<file path="src/rtl/traffic_light_controller_n.sv">
// N-phase round-robin traffic light controller: Moore FSM with vacancy/max-green timing,
// yellow and all-red clearance, and a flashing mode on the last served phase.
package light_package;
  typedef enum logic [1:0] {
    RED    = 2'b00,
    YELLOW = 2'b01,
    GREEN  = 2'b10
  } colors;
endpackage

module traffic_light_controller_n
  import light_package::*;
#(
  parameter int NPH      = 5,
  parameter int YEL_CYC  = 2,
  parameter int ARED_CYC = 1,
  parameter int VAC_CYC  = 4,
  parameter int MAX_CYC  = 9,
  parameter int FL_CYC   = 1
) (
  input logic                       clk,
  input logic                       reset,
  traffic_light_controller_n_if.slave bus
);

  localparam int PW   = $clog2(NPH);
  localparam int M_A  = (YEL_CYC > ARED_CYC) ? YEL_CYC : ARED_CYC;
  localparam int M_B  = (VAC_CYC > MAX_CYC) ? VAC_CYC : MAX_CYC;
  localparam int M_C  = (M_A > M_B) ? M_A : M_B;
  localparam int CMAX = (M_C > FL_CYC) ? M_C : FL_CYC;
  localparam int CW   = (CMAX > 1) ? $clog2(CMAX) : 1;

  localparam logic [CW-1:0] YEL_LAST  = CW'(YEL_CYC - 1);
  localparam logic [CW-1:0] ARED_LAST = CW'(ARED_CYC - 1);
  localparam logic [CW-1:0] VAC_LAST  = CW'(VAC_CYC - 1);
  localparam logic [CW-1:0] MAX_LAST  = CW'(MAX_CYC - 1);
  localparam logic [CW-1:0] FL_LAST   = CW'(FL_CYC - 1);
  localparam logic [PW-1:0] LAST_PH   = PW'(NPH - 1);

  typedef enum logic [1:0] {
    S_ALLRED = 2'b00,
    S_GREEN  = 2'b01,
    S_YELLOW = 2'b10,
    S_FLASH  = 2'b11
  } state_t;

  state_t          r_state,   w_state;
  logic [PW-1:0]   r_phase,   w_phase;
  logic [CW-1:0]   r_tmr,     w_tmr;
  logic [CW-1:0]   r_max_ctr, w_max_ctr;
  logic [CW-1:0]   r_vac_ctr, w_vac_ctr;
  logic            r_fl_on,   w_fl_on;

  logic            w_grant_vld;
  logic [PW-1:0]   w_grant;
  logic            w_own;
  logic            w_others;
  colors           w_col;
  logic [2*NPH-1:0] w_lights;
  logic [NPH-1:0]  w_nonred;

  function automatic logic [PW-1:0] wrap_add(input logic [PW-1:0] base, input int k);
    int s;
    s = int'(base) + k;
    if (s >= NPH) s = s - NPH;
    return PW'(s);
  endfunction

  function automatic logic [CW-1:0] sat_inc(input logic [CW-1:0] v);
    return (&v) ? v : v + 1'b1;
  endfunction

  // Scan farthest-to-nearest so the nearest requester after r_phase wins; r_phase itself is last.
  always_comb begin
    w_grant_vld = 1'b0;
    w_grant     = r_phase;
    for (int k = NPH; k >= 1; k--) begin
      if (bus.sensor[wrap_add(r_phase, k)]) begin
        w_grant_vld = 1'b1;
        w_grant     = wrap_add(r_phase, k);
      end
    end
  end

  always_comb begin
    w_own    = bus.sensor[r_phase];
    w_others = |(bus.sensor & ~(NPH'(1) << r_phase));
  end

  always_comb begin
    // NOTE: every output of this block gets a default first, so no path can infer a latch.
    w_state   = r_state;
    w_phase   = r_phase;
    w_tmr     = r_tmr;
    w_max_ctr = r_max_ctr;
    w_vac_ctr = r_vac_ctr;
    w_fl_on   = r_fl_on;
    case (r_state)
      S_ALLRED: begin
        if (r_tmr != '0) begin
          w_tmr = r_tmr - 1'b1;
        end else if (bus.flash) begin
          w_state = S_FLASH;
          w_tmr   = FL_LAST;
          w_fl_on = 1'b1;
        end else if (w_grant_vld) begin
          w_state   = S_GREEN;
          w_phase   = w_grant;
          w_max_ctr = '0;
          w_vac_ctr = '0;
        end
      end
      S_GREEN: begin
        if ((w_others && (r_max_ctr == MAX_LAST)) ||
            (!w_own && (r_vac_ctr == VAC_LAST)) || bus.flash) begin
          w_state = S_YELLOW;
          w_tmr   = YEL_LAST;
        end else begin
          w_max_ctr = w_others ? sat_inc(r_max_ctr) : '0;
          w_vac_ctr = !w_own   ? sat_inc(r_vac_ctr) : '0;
        end
      end
      S_YELLOW: begin
        if (r_tmr != '0) begin
          w_tmr = r_tmr - 1'b1;
        end else begin
          w_state = S_ALLRED;
          w_tmr   = ARED_LAST;
        end
      end
      S_FLASH: begin
        if (!bus.flash) begin
          w_state = S_ALLRED;
          w_tmr   = ARED_LAST;
          w_fl_on = 1'b0;
        end else if (r_tmr != '0) begin
          w_tmr = r_tmr - 1'b1;
        end else begin
          w_tmr   = FL_LAST;
          w_fl_on = !r_fl_on;
        end
      end
      default: begin
        w_state = S_ALLRED;
        w_tmr   = '0;
      end
    endcase
  end

  always_ff @(posedge clk or negedge reset) begin
    if (!reset) begin
      r_state   <= S_ALLRED;
      r_phase   <= LAST_PH;
      r_tmr     <= '0;
      r_max_ctr <= '0;
      r_vac_ctr <= '0;
      r_fl_on   <= 1'b0;
    end else begin
      // NOTE: non-blocking assignments keep every register sampling pre-edge values.
      r_state   <= w_state;
      r_phase   <= w_phase;
      r_tmr     <= w_tmr;
      r_max_ctr <= w_max_ctr;
      r_vac_ctr <= w_vac_ctr;
      r_fl_on   <= w_fl_on;
    end
  end

  // Outputs decode only from registers, so reset turns every light red without a clock.
  always_comb begin
    case (r_state)
      S_GREEN:  w_col = GREEN;
      S_YELLOW: w_col = YELLOW;
      S_FLASH:  w_col = r_fl_on ? YELLOW : RED;
      default:  w_col = RED;
    endcase
    w_lights = '0;
    w_nonred = '0;
    for (int p = 0; p < NPH; p++) begin
      w_lights[2*p +: 2] = (PW'(p) == r_phase) ? w_col : RED;
      w_nonred[p]        = (w_lights[2*p +: 2] != RED);
    end
  end

  assign bus.lights       = w_lights;
  assign bus.active_phase = r_phase;
  assign bus.green_on     = (r_state == S_GREEN);

  a_one_nonred: assert property (@(posedge clk) disable iff (!reset) $onehot0(w_nonred));

endmodule

</file>
<file path="src/rtl/traffic_light_controller_n_if.sv">
// Phase-side signals of the N-phase traffic light controller: sensor/flash requests in,
// per-phase colors and status out.
interface traffic_light_controller_n_if #(
  parameter int NPH = 5
);
  localparam int PW = $clog2(NPH);

  logic [NPH-1:0]   sensor;
  logic             flash;
  logic [2*NPH-1:0] lights;
  logic [PW-1:0]    active_phase;
  logic             green_on;

  modport master (
    output sensor, flash,
    input  lights, active_phase, green_on
  );

  modport slave (
    input  sensor, flash,
    output lights, active_phase, green_on
  );
endinterface

</file>
<file path="src/flat_wrapper.sv">
// flat-port wrapper written by rule: the top's interface ports become plain ports
module traffic_light_controller_n_flat import light_package::*;
#(
  parameter int NPH      = 5,
  parameter int YEL_CYC  = 2,
  parameter int ARED_CYC = 1,
  parameter int VAC_CYC  = 4,
  parameter int MAX_CYC  = 9,
  parameter int FL_CYC   = 1
)
  (clk, reset, bus_sensor, bus_flash, bus_lights, bus_active_phase, bus_green_on);
  traffic_light_controller_n_if #(.NPH(NPH)) bus_i ();
  input logic clk;
  input logic reset;
  input wire logic [$bits(bus_i.sensor)-1:0] bus_sensor;
  input wire logic [$bits(bus_i.flash)-1:0] bus_flash;
  output wire logic [$bits(bus_i.lights)-1:0] bus_lights;
  output wire logic [$bits(bus_i.active_phase)-1:0] bus_active_phase;
  output wire logic [$bits(bus_i.green_on)-1:0] bus_green_on;
  assign bus_i.sensor = bus_sensor;
  assign bus_i.flash = bus_flash;
  assign bus_lights = bus_i.lights;
  assign bus_active_phase = bus_i.active_phase;
  assign bus_green_on = bus_i.green_on;
  traffic_light_controller_n #(.NPH(NPH), .YEL_CYC(YEL_CYC), .ARED_CYC(ARED_CYC), .VAC_CYC(VAC_CYC), .MAX_CYC(MAX_CYC), .FL_CYC(FL_CYC)) u_core (.clk(clk), .reset(reset), .bus(bus_i));
endmodule
</file>
<file path="config.mk">
export PLATFORM = sky130hd
export DESIGN_NAME = traffic_light_controller_n_flat
export DESIGN_NICKNAME = d
export VERILOG_FILES = /design/src/rtl/traffic_light_controller_n.sv /design/src/rtl/traffic_light_controller_n_if.sv /design/src/flat_wrapper.sv
export SDC_FILE = /design/constraint.sdc
export NUM_CORES = 1
export LEC_CHECK = 0
export ABC_CLOCK_PERIOD_IN_PS = 4500
export BUFFER_PORTS_ARGS = -buffer_cell sky130_fd_sc_hd__buf_2
export CAP_MARGIN = 0
export CORE_ASPECT_RATIO = 1.2
export CORE_MARGIN = 2
export CORE_UTILIZATION = 35
export DETAILED_ROUTE_END_ITERATION = 10
export PLACE_DENSITY = 0.54
export SLEW_MARGIN = 20
export SYNTH_ARGS = -nofsm -noshare
export SYNTH_HDL_FRONTEND = slang
export SYNTH_SLANG_ARGS = --single-unit
</file>
<file path="constraint.sdc">
create_clock -name clk -period 4.5 [get_ports clk]
set_clock_uncertainty 0.2 [all_clocks]
set_input_delay 1.125 -clock clk [delete_from_list [all_inputs] [get_ports clk]]
set_output_delay 1.125 -clock clk [all_outputs]
set_load 0.005 [all_outputs]
</file>
[Word level (Yosys, flattened, before mapping)]
Index checks and enable logic that the tools add are counted.
Operators by class
  add/subtract/negate cells: 13
  magnitude comparators: 11
  equal/unequal tests: 22
  shifts and indexed selects: 1
  mux-type cells: 63
  bitwise operators: 4
  reduce and logical (&&, ||, !) cells: 21
Operator list (number)
  $mux W4: 14
  $mux W3: 10
  $lt A3 B4 Y1 const B: 6
  $mux W2: 11
  $ge A4 B3 Y1 const B: 5
  $bmux W1 S3: 6
  $mux W1: 16
  $pmux W4 S2: 2
  $pmux W4 S4: 1
  $sub A3 B3 Y3 const B: 5
  $ne A2 B2 Y1 const B: 6
  $reduce_and A4 Y1: 3
  $reduce_and A6 Y1: 2
  $reduce_and A5 Y1: 2
  $ne A3 B2 Y1 const B: 3
  $add A3 B2 Y4 const B: 2
  $add A3 B3 Y4 const B: 2
  $add A4 B1 Y4 const B: 2
  $pmux W2 S4: 1
  $eq A2 B3 Y1 const A: 2
  $ne A3 B3 Y1 const B: 2
  $pmux W2 S3: 1
  $and A5 B5 Y5: 1
  $not A5 Y5: 1
  other kinds (22): 29
Word-level totals
  register bits: 18
  input port bits: 8
  output and inout bits: 14
  logic and storage cells: 141

[Logic depth before layout (Yosys ltp)]
Gate-level depths: netlist of run 1.
  depth in word-level cells: 14
  gate-level depth with buffers: 14
  mapped depth without buffers: 12

[Worst setup path after synthesis of run 1]
No wires, ideal clock.
  path kind: reg-to-reg
  from: register u_core.r_phase[0] (netlist: u_core.bus.active_phase[0])
  to: register u_core.r_phase[1] (netlist: u_core.bus.active_phase[1])
  arrival time: 3.348 ns
  data required time: 4.175 ns
  path slack: 0.827 ns
  cell stages (with the launch flop): 14
  buffers on the path: 3
  cells stage by stage: dfrtp_1 -> buf_6 -> inv_1 -> buf_2 -> ha_1 -> buf_2 -> mux4_2 -> o21ai_0 -> a21oi_2 -> or4_4 -> a21oi_4 -> nand4b_4 -> and2_4 -> mux2_4
Between the ends
  cells in the longest elaborated chain, start to end: 11
  elaborated cells on any way between the ends: 42
  classes of those cells: add/sub (10); order compare (5); mux (25); reduce/logical (2)
RTL lines
  start: declaration: line traffic_light_controller_n.sv:48  | logic [PW-1:0] r_phase, w_phase;
  start signal: assignment: line traffic_light_controller_n.sv:161  | r_phase <= w_phase;
  $add A3 B3 Y4: line traffic_light_controller_n.sv:64  | s = int'(base) + k;
  $ge A4 B3 Y1 or $sub A3 B3 Y3 (tied branches): line traffic_light_controller_n.sv:65  | if (s >= NPH) s = s - NPH;
  $mux W3: line traffic_light_controller_n.sv:65
  $bmux W1 S3: line traffic_light_controller_n.sv:78  | if (bus.sensor[wrap_add(r_phase, k)]) begin
  $mux W1 (implied by the code): line traffic_light_controller_n.sv:78
  $mux W1 (5 in a row): line traffic_light_controller_n.sv:78
  $reduce_and A5 Y1 (no line)
Parallel ways exist; a longest one is shown, timed or not. The select of a mux whose other input is x is not followed.
A chain may end at the register's enable or synchronous reset.

[Worst setup path after layout of run 1]
  from: register u_core.r_phase[1] (netlist: u_core.bus.active_phase[1])
  to: register u_core.r_phase[1] (netlist: u_core.bus.active_phase[1])
The elaborated chain is that of the path after synthesis.

==> results of run 1 <==
==> synth_stat cells (3+ instances only) <==
cell type and number:
and3_1 7, o211a_1 4, a21oi_1 26, nand2_1 20, ha_1 16, or3_1 4, clkbuf_1 13, nor2b_1 5
o211ai_1 3, nor2_1 34, xnor2_1 4, a21o_1 3, a31oi_1 4, dfrtp_1 17, mux2i_1 8, mux4_2 3
nand3_1 3, and2_1 3, nor3_1 10, a211oi_1 4, inv_1 19, nand2b_1 10, a22oi_1 5, o22a_1 3
a31o_2 3, o21ai_0 17, a2111oi_0 4
==> through the flow <==
step                      instance area, um2  util, %  hold slack, ns
after floorplan                         2380        -           0.280
after global routing                    2610     40.3           0.393
after detailed placement                2560     39.4           0.323
after CTS                               2610     40.3           0.336
after global placement                  2560     39.4           0.310
final                                   2610     40.3           0.329
==> flip-flops by register name, summed over array words and instances (netlist names) <==
name,cells
u_core.r_fl_on,1
u_core.bus.active_phase,3
u_core.r_max_ctr,4
u_core.r_vac_ctr,4
u_core.r_state,2
u_core.r_tmr,4
==> area by class of cell <==
| class | instances | area (um2) | share of cell area (%) |
|---|---|---|---|
| tap | 85 | 106 | 4.07 |
| sequential | 18 | 452 | 17.3 |
| clock buffer | 4 | 55.1 | 2.11 |
| inverter | 19 | 71.3 | 2.73 |
| timing repair buffer | 27 | 150 | 5.74 |
| multi-input combinational | 252 | 1780 | 68.1 |
==> kinds of logic (layout without fill, tap and decap cells) <==
| family | after synthesis | count (layout) | synth area share (%) |
|---|---|---|---|
| compound gates | 103 | 103 | 30.6 |
| xor+xnor | 5 | 5 | 1.84 |
| fa+ha+maj | 17 | 17 | 9.26 |
| buf+inv | 36 | 50 | 6.16 |
| flops | 18 | 18 | 19.0 |
| mux | 14 | 14 | 7.79 |
| simple gates | 113 | 113 | 25.4 |
==> worst max-delay path: stages, from the launching register on <==
cell and delay (ns):
dfrtp_1 0.61, inv_1 0.24, ha_1 0.37, buf_4 0.23
mux2_2 0.41, a2111oi_0 0.49, a31o_2 0.19, a2111o_1 0.11
o311a_1 0.21, nand4b_4 0.19, and2_4 0.21, mux2_4 0.28
==> metal layers <==
metal / track usage, % / routed length, um
met1: 21.8 / 2820
met2: 36.1 / 3500
met3: 1.92 / 246
met4: 8.91 / 237
met5: 0 / 0
==> worst min path at each step <==
stage	startpoint	to	cells after the start
after floorplan	u_core.r_tmr[2]	u_core.r_tmr[2]	2
after global placement	u_core.r_tmr[2]	u_core.r_tmr[2]	2
after detailed placement	u_core.r_tmr[2]	u_core.r_tmr[2]	2
after CTS	u_core.r_tmr[2]	u_core.r_tmr[2]	2
after global routing	u_core.r_tmr[2]	u_core.r_tmr[2]	2
final	u_core.r_tmr[2]	u_core.r_tmr[2]	2
==> results.tsv, run 1 <==
metric	value	unit
status	complete, no violations	
layout-drive-gt1-share	15.3	%
postCtsHoldBufs	0	
worstReg2RegStart	u_core.bus.active_phase[1]	
clockBufferDepth	2	
slew_headroom	58.1	%
grt_pass1_wl	11.3	mm
grt_pass1_vias	2319	
min_path_type	flop to flop	
post-route-period-util	85.7	%
final_nets	346	
num_vias	2328	
instances_no_fill	405	
n_antenna_cell	0	
area_growth	9.95	%
cts_buffers	3	
grt_usage	19.3	%
ant_nets	0	
cts_root_buffer	clkbuf_8	
postCtsSetupRepairBufs	0	
drtPass1Iterations	4	
filler_cell_count	692	
die_area	0.00747	mm2
path_class	flop to flop	
cts.sinks	18	
layout_commonest_cell	nor2_1	
die_y	94.3	um
core	0.00649	mm2
cp-endpoint	u_core.bus.active_phase[1]	
synth_area_leader_cell	dfrtp_1	
syn_inst	306	
reg2reg_to	u_core.bus.active_phase[1]	
dp_slack	0.603	ns
htreeDepth	1	
crit_start	u_core.bus.active_phase[1]	
portBuffers	21	
mostFrequentLayoutCells	34 x nor2_1, 26 x a21oi_1, 21 x buf_2, 20 x nand2_1, 19 x inv_1	
rows	32	
crit_path_end_kind	flop	
netlist.area_leader.share	17.9	%
setup_viol	0	
fp.dieW	79.2	um
ys_seq_elements	18	
routedWlPerCell	16.8	um
required	4.44	ns
yosysUniqueCellTypes	70	
grt_overflow_total	0	
synthFlopType	dfrtp_1	
max_cap_viol_count	0	
gp_congestion	0.914	
ys_async_sr_fraction	100	%
initial_core_util	36.7	%
synth_area_leaders	dfrtp_1 18%, ha_1 8.4%, a21oi_1 5.5%	
r2r_cells	11	
cts_tree	built	
cts_resized	0	
syn_avg_cell_area	7.77	um2
vias_per_cell	5.75	
syn_nets	331	
dp_hpwl	5.30	mm
grt_setup_unrepaired	no	
clkTransAtPathRegs	0.07	ns
clk_latency	0.25	ns
worst_slew_pin_slew	0.612	ns
hold_viol	0	
synth-edff-count	0	
fin_ws	0.643	ns
yosysWarnings	0	
netlist_area	0.00238	mm2
tns	0	ns
grt_max_degree	35	
finalCriticalPeriod	3.86	ns
routed_wirelength	6.80	mm
drcViolationCount	0	
cp_max_fo	15	
startpoint_type	flop	
arrival	3.80	ns
slew_viol_final	0	
fmax	259	MHz
synth_seq_area_share	19.0	%
io-pin-count	22	
antenna_found_initial	0	
reg2reg_slack	0.64	ns
first_iter_violations	156	
dp_cells	401	
Power of run 1 is left out: the tool's default activity adds up to more than one toggle a clock period on the data nets, which glitch-free logic cannot reach.
==> run 2, diff against run 1 <==
- BUFFER_PORTS_ARGS: -buffer_cell sky130_fd_sc_hd__buf_2 -> -buffer_cell sky130_fd_sc_hd__buf_4
- SETUP_SLACK_MARGIN: default -> 0.15
==> results.tsv, run 2 (synthesized netlist as in run 1, its figures left out) <==
metric	value	unit
status	complete, no violations	
grt_pass1_wl	11.3	mm
num_vias	2361	
path_class	flop to flop	
tns	0	ns
cts_resized	0	
dpl_cell_area	0.00260	mm2
postCtsHoldBufs	0	
mostFrequentLayoutCells	34 x nor2_1, 26 x a21oi_1, 26 x buf_4, 20 x nand2_1, 19 x inv_1	
slew_viol_final	0	
max_cap_viol_count	0	
slew_headroom	57.9	%
area_growth	11.8	%
post-route-period-util	83.1	%
die_area	0.00747	mm2
dp_slack	0.747	ns
setup_viol	0	
cts.sinks	18	
startpoint_type	flop	
min_path_type	flop to flop	
io-pin-count	22	
finalCriticalPeriod	3.74	ns
htreeDepth	1	
portBuffers	21	
drcViolationCount	0	
clk_latency	0.25	ns
routedWlPerCell	16.8	um
final_nets	345	
fin_ws	0.760	ns
grt_usage	19.0	%
reg2reg_slack	0.76	ns
grt_overflow_total	0	
cts_tree	built	
grt_max_degree	31	
die_y	94.3	um
cp_max_fo	13	
layout_commonest_cell	nor2_1	
hold_viol	0	
cts_root_buffer	clkbuf_8	
drtPass1Iterations	4	
postCtsSetupRepairBufs	0	
ant_nets	0	
fin_hold_ws	0.337	ns
antenna_found_initial	0	
filler_cell_count	699	
required	4.44	ns
crit_path_end_kind	flop	
n_antenna_cell	0	
final_area	0.00266	mm2
dp_hpwl	5.18	mm
arrival	3.68	ns
vias_per_cell	5.84	
cts_buffers	3	
top_regs	u_core.r_max_ctr (4), u_core.r_tmr (4), u_core.r_vac_ctr (4)	
grt_setup_unrepaired	no	
fmax	267	MHz
clockBufferDepth	2	
first_iter_violations	128	
clkTransAtPathRegs	0.08	ns
core	0.00649	mm2
layout-drive-gt1-share	15.0	%
fp.dieW	79.2	um
grt_pass1_vias	2246	
rows	32	
gp_congestion	0.902	
routed_wirelength	6.78	mm
initial_core_util	36.7	%
worst_slew_pin_slew	0.625	ns
-- run 2: cell count changes in the layout (fill, tap and decap cells not counted), sizes merged --
cell | previous run | this run
buf | 27 | 26
-- run 2: routing by layer --
metal / wire length [um] / global-route usage (%)
met1: 3090 / 24.8
met2: 3410 / 34.3
met3: 165 / 1.15
met4: 112 / 4.17
met5: 0 / 0
-- run 2: cell type report --
class                   count  area [um2]  share of cell area, %
repair buffers             26         195                   7.34
multi-input cells         252        1780                   66.9
well taps                  85         106                   4.00
flip-flops and latches     18         452                   17.0
inverters                  19        71.3                   2.68
clock buffers               4        55.1                   2.07
-- run 2: path summary, 6_finish.rpt --
| kind | from | end | cells past startpoint |
|---|---|---|---|
| max | u_core.bus.active_phase[0] | u_core.bus.active_phase[1] | 12 |
| min | u_core.r_tmr[2] | u_core.r_tmr[2] | 2 |
| max reg2reg | u_core.bus.active_phase[0] | u_core.bus.active_phase[1] | 12 |
| min reg2reg | u_core.r_tmr[2] | u_core.r_tmr[2] | 2 |
| max in group asynchronous | reset | u_core.bus.active_phase[2] | 1 |
| min in group asynchronous | reset | u_core.r_vac_ctr[1] | 1 |
-- run 2: critical path, stage by stage (launching register included) --
cell	delay, ns
dfrtp_1	0.53
inv_1	0.13
buf_4	0.22
ha_1	0.23
ha_1	0.38
nor2_1	0.16
nor3_1	0.09
o2111a_1	0.31
or4_4	0.50
a21oi_4	0.18
nand4b_4	0.20
and2_4	0.21
mux2_4	0.28
-- run 2: stage by stage --
step	std cells	utilization, %
2_1_floorplan	306	-
3_3_place_gp	400	40.1
5_1_grt	404	41.0
6_report	404	41.0
4_1_cts	404	41.0
3_5_place_dp	400	40.1
Power of run 2 is left out for the same reason.
